File: src/rtl/mips_hazard_ctrl.sv
// -----------------------------------------------------------------------------
// mips_hazard_ctrl
//
// Hazard and operand-forwarding controller for the pipelined MIPS core.
// It tracks every in-flight register writer in the DEPTH stages after ID.
// From that record it produces:
//   - the forwarding selects for both ID source operands;
//   - load-use stalls;
//   - squashes for branches, jumps and jr resolved in EX;
//   - a global freeze while data memory is busy.
//
// Parameters
//   DEPTH     post-ID stages that can hold a writer (1=EX, 2=MEM, 3=WB), 2..6
//   RW        register address width
//   LOAD_LAT  a load result can be forwarded only from a stage index above
//             LOAD_LAT; legal range 1..DEPTH-1
//
// Ports
//   clk           core clock
//   reset         asynchronous, active-low reset; forces every output to 0
//   id_valid      ID holds a real instruction
//   id_rs, id_rt  source register numbers of the ID instruction
//   id_uses_rs/rt the operand is actually read
//   id_regwrite   the ID instruction writes a register
//   id_dest       resolved destination register (rd, rt or 31)
//   id_memread    the ID instruction is a load
//   ex_redirect   EX resolved a taken branch, jump or jr
//   mem_busy      data memory is not ready, so the whole pipe must hold
//   stall_if_id   hold the PC and the IF/ID register
//   flush_if_id   load a NOP into IF/ID
//   bubble_ex     load a NOP into ID/EX
//   freeze        hold every pipeline register
//   fwd_a, fwd_b  0 = register file, k = value taken from post-ID stage k
//   perf_stalls   saturating count of stall cycles that are not freezes
//   perf_flushes  saturating count of IF/ID flush cycles
//
// Build option
//   MIPS_HAZARD_PERF_EN  when defined, builds the two 32-bit performance
//                        counters. When undefined, perf_* are tied to 0
//                        and no counter flops exist.
//
// Pipe contract
//   The controller and the pipe do not exchange a valid/ready handshake. The
//   outputs are level controls that the pipe obeys in the same cycle:
//   - freeze overrides every other control.
//   - stall_if_id together with bubble_ex makes ID retry next cycle while a
//     NOP enters EX.
//   - flush_if_id together with bubble_ex squashes both IF/ID and ID/EX.
//   The scoreboard shifts on exactly the edges where the pipe advances, so it
//   stays aligned with the real pipeline registers.
//
// Debug visibility
//   This block has no FSM. Its only state is the scoreboard, which is held in
//   the plainly named sb_v, sb_dest and sb_ld vectors.
// -----------------------------------------------------------------------------
module mips_hazard_ctrl #(
   parameter  int DEPTH    = 3,
   parameter  int RW       = 5,
   parameter  int LOAD_LAT = 1,
   localparam int SW       = $clog2(DEPTH + 1)
) (
   input  logic          clk,
   input  logic          reset,
   input  logic          id_valid,
   input  logic [RW-1:0] id_rs,
   input  logic [RW-1:0] id_rt,
   input  logic          id_uses_rs,
   input  logic          id_uses_rt,
   input  logic          id_regwrite,
   input  logic [RW-1:0] id_dest,
   input  logic          id_memread,
   input  logic          ex_redirect,
   input  logic          mem_busy,
   output logic          stall_if_id,
   output logic          flush_if_id,
   output logic          bubble_ex,
   output logic          freeze,
   output logic [SW-1:0] fwd_a,
   output logic [SW-1:0] fwd_b,
   output logic [31:0]   perf_stalls,
   output logic [31:0]   perf_flushes
);

   // Stage indices are 1-based, so the load latency is held at select width.
   localparam logic [SW-1:0] LOAD_LAT_SEL = SW'(LOAD_LAT);

   // Result of searching the scoreboard for one source operand.
   typedef struct packed {
      logic          hit;    // some valid entry writes this source
      logic          ld;     // the youngest such writer is a load
      logic [SW-1:0] stage;  // 1-based stage of that writer, 0 when no hit
   } match_t;

   // ---------------------------------------------------------------------
   // Scoreboard: bit/row k describes the writer currently in stage k+1.
   // ---------------------------------------------------------------------
   logic [DEPTH-1:0]         sb_v;
   logic [DEPTH-1:0]         sb_ld;
   logic [DEPTH-1:0][RW-1:0] sb_dest;

   // Find the youngest writer of src.
   // The walk goes from the oldest stage to the youngest, so a younger match
   // overwrites an older one. Register 0 and unused operands never match.
   function automatic match_t lookup(
      input logic [RW-1:0]            src,
      input logic                     used,
      input logic [DEPTH-1:0]         v,
      input logic [DEPTH-1:0]         ld,
      input logic [DEPTH-1:0][RW-1:0] dest
   );
      match_t m;
      m = '0;
      for (int k = DEPTH - 1; k >= 0; k--) begin
         if (v[k] && (dest[k] == src) && (src != '0) && used) begin
            m.hit   = 1'b1;
            m.ld    = ld[k];
            m.stage = SW'(k + 1);
         end
      end
      return m;
   endfunction

   match_t m_a;
   match_t m_b;
   logic   lu_a;
   logic   lu_b;
   logic   load_use;

   always_comb begin
      m_a = lookup(id_rs, id_uses_rs, sb_v, sb_ld, sb_dest);
      m_b = lookup(id_rt, id_uses_rt, sb_v, sb_ld, sb_dest);
      // A load too young to forward blocks its operand. An older writer of
      // the same register is stale, so it must not be forwarded instead.
      lu_a     = m_a.hit && m_a.ld && (m_a.stage <= LOAD_LAT_SEL);
      lu_b     = m_b.hit && m_b.ld && (m_b.stage <= LOAD_LAT_SEL);
      load_use = lu_a || lu_b;
   end

   // ---------------------------------------------------------------------
   // Pipe controls, decided in priority order. They are also gated by reset,
   // so the pipe sees quiet controls for the whole reset period.
   // ---------------------------------------------------------------------
   always_comb begin
      stall_if_id = 1'b0;
      flush_if_id = 1'b0;
      bubble_ex   = 1'b0;
      freeze      = 1'b0;
      fwd_a       = '0;
      fwd_b       = '0;
      if (reset) begin
         fwd_a = lu_a ? '0 : m_a.stage;
         fwd_b = lu_b ? '0 : m_b.stage;
         if (mem_busy) begin
            // The whole pipe holds. Forward selects stay valid because the
            // scoreboard holds as well.
            freeze      = 1'b1;
            stall_if_id = 1'b1;
         end else if (ex_redirect) begin
            // The ID instruction is on the wrong path. Squashing it makes
            // any load-use stall on its behalf pointless.
            flush_if_id = 1'b1;
            bubble_ex   = 1'b1;
         end else if (load_use) begin
            stall_if_id = 1'b1;
            bubble_ex   = 1'b1;
         end
      end
   end

   // ---------------------------------------------------------------------
   // Scoreboard shift. The new entry 0 is what enters ID/EX on this edge.
   // A bubble or a write to r0 records no writer.
   // ---------------------------------------------------------------------
   logic new_v;
   logic new_ld;

   always_comb begin
      new_v  = !bubble_ex && id_valid && id_regwrite && (id_dest != '0);
      new_ld = !bubble_ex && id_memread;
   end

   always_ff @(posedge clk or negedge reset) begin
      if (!reset) begin
         sb_v    <= '0;
         sb_ld   <= '0;
         sb_dest <= '0;
      end else if (!freeze) begin
         sb_v    <= {sb_v[DEPTH-2:0], new_v};
         sb_ld   <= {sb_ld[DEPTH-2:0], new_ld};
         sb_dest <= {sb_dest[DEPTH-2:0], id_dest};
      end
   end

   // ---------------------------------------------------------------------
   // Performance counters
   // ---------------------------------------------------------------------
`ifdef MIPS_HAZARD_PERF_EN
   logic [31:0] stall_cnt;
   logic [31:0] flush_cnt;

   // Freeze cycles are memory waits, not hazards, so they are not counted
   // as stalls. Both counters saturate.
   always_ff @(posedge clk or negedge reset) begin
      if (!reset) begin
         stall_cnt <= '0;
         flush_cnt <= '0;
      end else begin
         if (stall_if_id && !freeze && (stall_cnt != '1)) begin
            stall_cnt <= stall_cnt + 32'd1;
         end
         if (flush_if_id && (flush_cnt != '1)) begin
            flush_cnt <= flush_cnt + 32'd1;
         end
      end
   end

   assign perf_stalls  = stall_cnt;
   assign perf_flushes = flush_cnt;
`else
   assign perf_stalls  = '0;
   assign perf_flushes = '0;
`endif

endmodule

File: config.mk
export PLATFORM = sky130hd
export DESIGN_NAME = mips_hazard_ctrl
export DESIGN_NICKNAME = d
export VERILOG_FILES = /design/src/rtl/mips_hazard_ctrl.sv
export SDC_FILE = /design/constraint.sdc
export NUM_CORES = 1
export LEC_CHECK = 0
export BUFFER_PORTS_ARGS = -buffer_cell sky130_fd_sc_hd__buf_2
export CAP_MARGIN = 0
export CORE_ASPECT_RATIO = 2
export CORE_MARGIN = 5
export CORE_UTILIZATION = 45
export DETAILED_ROUTE_END_ITERATION = 12
export PLACE_DENSITY_LB_ADDON = 0.15
export REMOVE_ABC_BUFFERS = 1
export SETUP_SLACK_MARGIN = 0.5
export SYNTH_ARGS = -nofsm -noshare
export SYNTH_HDL_FRONTEND = slang
export SYNTH_SLANG_ARGS = --single-unit
File: constraint.sdc
create_clock -name clk -period 2.98 [get_ports clk]
set_clock_uncertainty 0.1 [all_clocks]
set_input_delay 0.596 -clock clk [delete_from_list [all_inputs] [get_ports clk]]
set_output_delay 0.596 -clock clk [all_outputs]
set_load 0.05 [all_outputs]
==> qor_table.md <==
| Quantity | This run | Unit |
|---|---|---|
| Total power density per cell area | 447 | nW/µm² |
| Final-report hold violation count | 0 | - |
| Most used flip-flop cell after synthesis | sky130_fd_sc_hd__dfrtp_1 | - |
| Root Buffer Master | sky130_fd_sc_hd__clkbuf_8 | - |
| Overall die width | 53.5 | µm |
| Max frequency | 355 | MHz |
| Row cnt | 31 | - |
| Final routed wirelength across all metal layers | 3610 | µm |
| Standard cell with the maximum stage delay on the critical path | sky130_fd_sc_hd__or4_4 | - |
| Total gr overflow | 0 | - |
| Wire length of the first global-routing pass | 5520 | µm |
| Endpoints failing setup | 0 | - |
| Count of different cell masters after synthesis | 27 | - |
| Total routing resource utilization after global routing | 0.142 | - |
| Maximum number of pins on one net before global-route repair | 15 | - |
| Slack of the worst reg-to-reg path | 0.91 | ns |
| Total leakage power | 0.925 | nW |
| Share of synthesized area occupied by flip-flops and latches | 0.279 | - |
| Kind of launch point of the worst setup path | primary input | - |
| CP Capture Type | output pin | - |
| Fin area | 1920 | µm² |
| Cell family with the largest share of critical-path delay | simple AND/OR/NAND/NOR gates | - |
| Sink count of the clock tree | 19 | - |
| Total instance count after detailed placement | 255 | - |
| Clock-pin transition on the worst setup and hold timing paths | 0.07 | ns |
| Worst skew pair latency | 0.25 | ns |
| WP buf/inv | 2 | - |
| Vias in the first global route | 1142 | - |
| Post-DP Area | 1690 | µm² |
| Violation count after the first detailed-route iteration | 17 | - |
| Post-route antenna net violation count | 0 | - |
| Warnings, synthesis | 0 | - |
| Status | finished clean | - |
| Worst reg2reg path startpoint | sb_dest[0] | - |
| Max-cap violation count | 0 | - |
| Worst endpoint required time | 2.28 | ns |
| Detailed-route wire length per cell | 13.7 | µm |
| Number of clock buffers inserted by TritonCTS | 3 | - |
| Cell area after synthesis | 1700 | µm² |
| Max rail drop VDD | 0.425 | mV |
| Gate count after technology mapping | 175 | - |
| Mean number of vias per cell | 4.49 | - |
| Largest buffer count on any clock path | 2 | - |
| TritonCTS clock tree | built | - |
| Path class of the lowest-slack min-delay path | in2async | - |
| Number of vias in the routed layout | 1185 | - |
| Pre-CTS WS | 0.0382 | ns |
| #FFs+latches synth | 19 | - |
| Antenna diodes | 0 | - |
| Class of the most critical setup path | in2out | - |
| DR DRC count | 0 | - |
| CTS HTree Levels | 1 | - |
| Number of nets in the layout | 240 | - |
| Final critical path time including I/O delays and setup | 2.82 | ns |
| Hpwl dp | 3030 | µm |
| Filler instances | 339 | - |
| Post-route non-filler standard cell count | 264 | - |
| Ordered cell list for the critical path | buf_6 -> or4_4 -> o21a_1 -> and4_4 -> nor3b_2 -> o21a_1 -> buf_6 | - |
| Vertical die dimension | 97.0 | µm |
| Standard cell core area | 3650 | µm² |
| I/O pin total | 96 | - |
| Share of final-layout standard cells stronger than drive strength 1 | 0.353 | - |
| Synthesized area per cell | 9.73 | µm² |
| Worst hold slack across all endpoints | 0.0978 | ns |
| Number of slew-limit violations in the final report | 0 | - |
| Initial Utilization | 0.467 | - |
| Number of iterations in the first detailed-routing pass | 3 | - |
| Critical path data arrival time | 2.12 | ns |
| Initial antenna violation count | 0 | - |
| Last weighted congestion value of the routability-driven placer | 0.878 | - |
| Slowest stage delay, CP | 0.53 | ns |
| Timing startpoint of the critical path | id_rt[0] | - |
| Setup repair after global routing missed its margin | yes | - |
| Largest driver fanout on the critical path | 4 | - |
| Layout-stage area growth over the synthesis result | 12.9 | % |
| FFs w/ async S/R, synth | 1.00 | - |
| Part of the cycle the worst path needs | 0.947 | - |
| Die outline area | 5190 | µm² |
| Number of input and output port buffers inserted | 31 | - |
| Setup TNS after final layout | 0 | ns |
| EDFF count, synth | 0 | - |
| Post-route setup slack | 0.159 | ns |
| Hold buffer count at CTS | 0 | - |
[cells by family (layout without fill, tap and decap cells)]
family / Yosys count / in the layout / synth area share
buf+inv: 69 / 46 / 0.294
other cells: 1 / 64 / 0.00220
compound gates: 13 / 13 / 0.0654
flops: 19 / 19 / 0.279
xor+xnor: 30 / 30 / 0.154
simple gates: 26 / 26 / 0.0926
mux: 17 / 17 / 0.112
[cell usage after synthesis (2+ instances only)]
| cell type | number | area share |
|---|---|---|
| sky130_fd_sc_hd__buf_4 | 64 | 0.28 |
| sky130_fd_sc_hd__xor2_1 | 24 | 0.12 |
| sky130_fd_sc_hd__dfrtp_1 | 19 | 0.28 |
| sky130_fd_sc_hd__mux2_2 | 17 | 0.11 |
| sky130_fd_sc_hd__nor4_1 | 6 | 0.022 |
| sky130_fd_sc_hd__xnor2_1 | 6 | 0.031 |
| sky130_fd_sc_hd__nor2_1 | 5 | 0.011 |
| sky130_fd_sc_hd__nand4_1 | 4 | 0.015 |
| sky130_fd_sc_hd__a211oi_1 | 3 | 0.013 |
| sky130_fd_sc_hd__inv_1 | 3 | 0.0066 |
| sky130_fd_sc_hd__o21a_1 | 3 | 0.013 |
| sky130_fd_sc_hd__or4_1 | 3 | 0.013 |
| sky130_fd_sc_hd__and4_4 | 2 | 0.013 |
| sky130_fd_sc_hd__nand2_1 | 2 | 0.0044 |
| sky130_fd_sc_hd__nor3_1 | 2 | 0.0059 |
[metrics by stage]
step | power, mW | utilization
floorplan | 0.595 | -
global placement | 0.656 | 0.463
detailed placement | 0.660 | 0.463
CTS | 0.853 | 0.508
global route | 0.904 | 0.527
finish | 0.860 | 0.527
[layout make-up]
cell class                 instances  area (µm²)  area share
clock inverter                     1        5.00     0.00260
tap                               49        61.3      0.0319
inverter                           3        11.3     0.00586
clock buffer                       3        41.3      0.0215
sequential                        19         475       0.247
multi-input combinational        150        1040       0.540
timing repair buffer              39         290       0.151
[final timing paths]
path                       cells after the start    endpoint
max                                            7    fwd_b[0]
min                                            1    sb_ld[0]
max reg2reg                                    6     sb_v[0]
min reg2reg                                    1     sb_v[2]
max in group asynchronous                      2  sb_dest[6]
min in group clk                               1     sb_v[2]
[what timing repair did]
action,in CTS,in global routing
gates resized for setup,24,13
endpoints found under the setup margin,6,6
pin swaps,9,12
setup buffers,5,0
[flip-flops by register name, summed over array words and instances, names as in the netlist]
register	flops
sb_dest	15
sb_ld	1
sb_v	3
[power breakdown]
group          internal (mW)  switching, mW  leakage (nW)
clock network         0.0929         0.0859        0.0255
logic                 0.0920          0.263         0.674
registers              0.287         0.0389         0.226
total                  0.472          0.388         0.925
[metal layers]
metal | up-vias | wire (µm) | part of all wire | GRT usage
met5 | - | 0 | 0 | 0
met1 | 559 | 1150 | 0.32 | 0.154
met3 | 4 | 358 | 0.099 | 0.0154
met2 | 73 | 2060 | 0.57 | 0.262
met4 | 0 | 43 | 0.012 | 0.0512
li1 | 549 | - | - | -
[placed cells by master (no fill, tap or decap), types with 2 or more instances in the layout]
master / synthesis / layout
sky130_fd_sc_hd__a211oi_2: 0 / 2
sky130_fd_sc_hd__and4_4: 2 / 2
sky130_fd_sc_hd__buf_2: 1 / 19
sky130_fd_sc_hd__buf_4: 64 / 10
sky130_fd_sc_hd__buf_6: 0 / 8
sky130_fd_sc_hd__buf_8: 0 / 2
sky130_fd_sc_hd__clkbuf_8: 0 / 3
sky130_fd_sc_hd__conb_1: 1 / 64
sky130_fd_sc_hd__dfrtp_1: 19 / 19
sky130_fd_sc_hd__inv_1: 3 / 3
sky130_fd_sc_hd__mux2_2: 17 / 17
sky130_fd_sc_hd__nand2_1: 2 / 2
sky130_fd_sc_hd__nand4_1: 4 / 4
sky130_fd_sc_hd__nor2_1: 5 / 4
sky130_fd_sc_hd__nor3_1: 2 / 2
sky130_fd_sc_hd__nor4_1: 6 / 2
sky130_fd_sc_hd__nor4_2: 0 / 4
sky130_fd_sc_hd__o21a_1: 3 / 3
sky130_fd_sc_hd__or4_1: 3 / 2
sky130_fd_sc_hd__xnor2_1: 6 / 6
sky130_fd_sc_hd__xor2_1: 24 / 24
No activity file was read; power rests on OpenSTA's default activity.
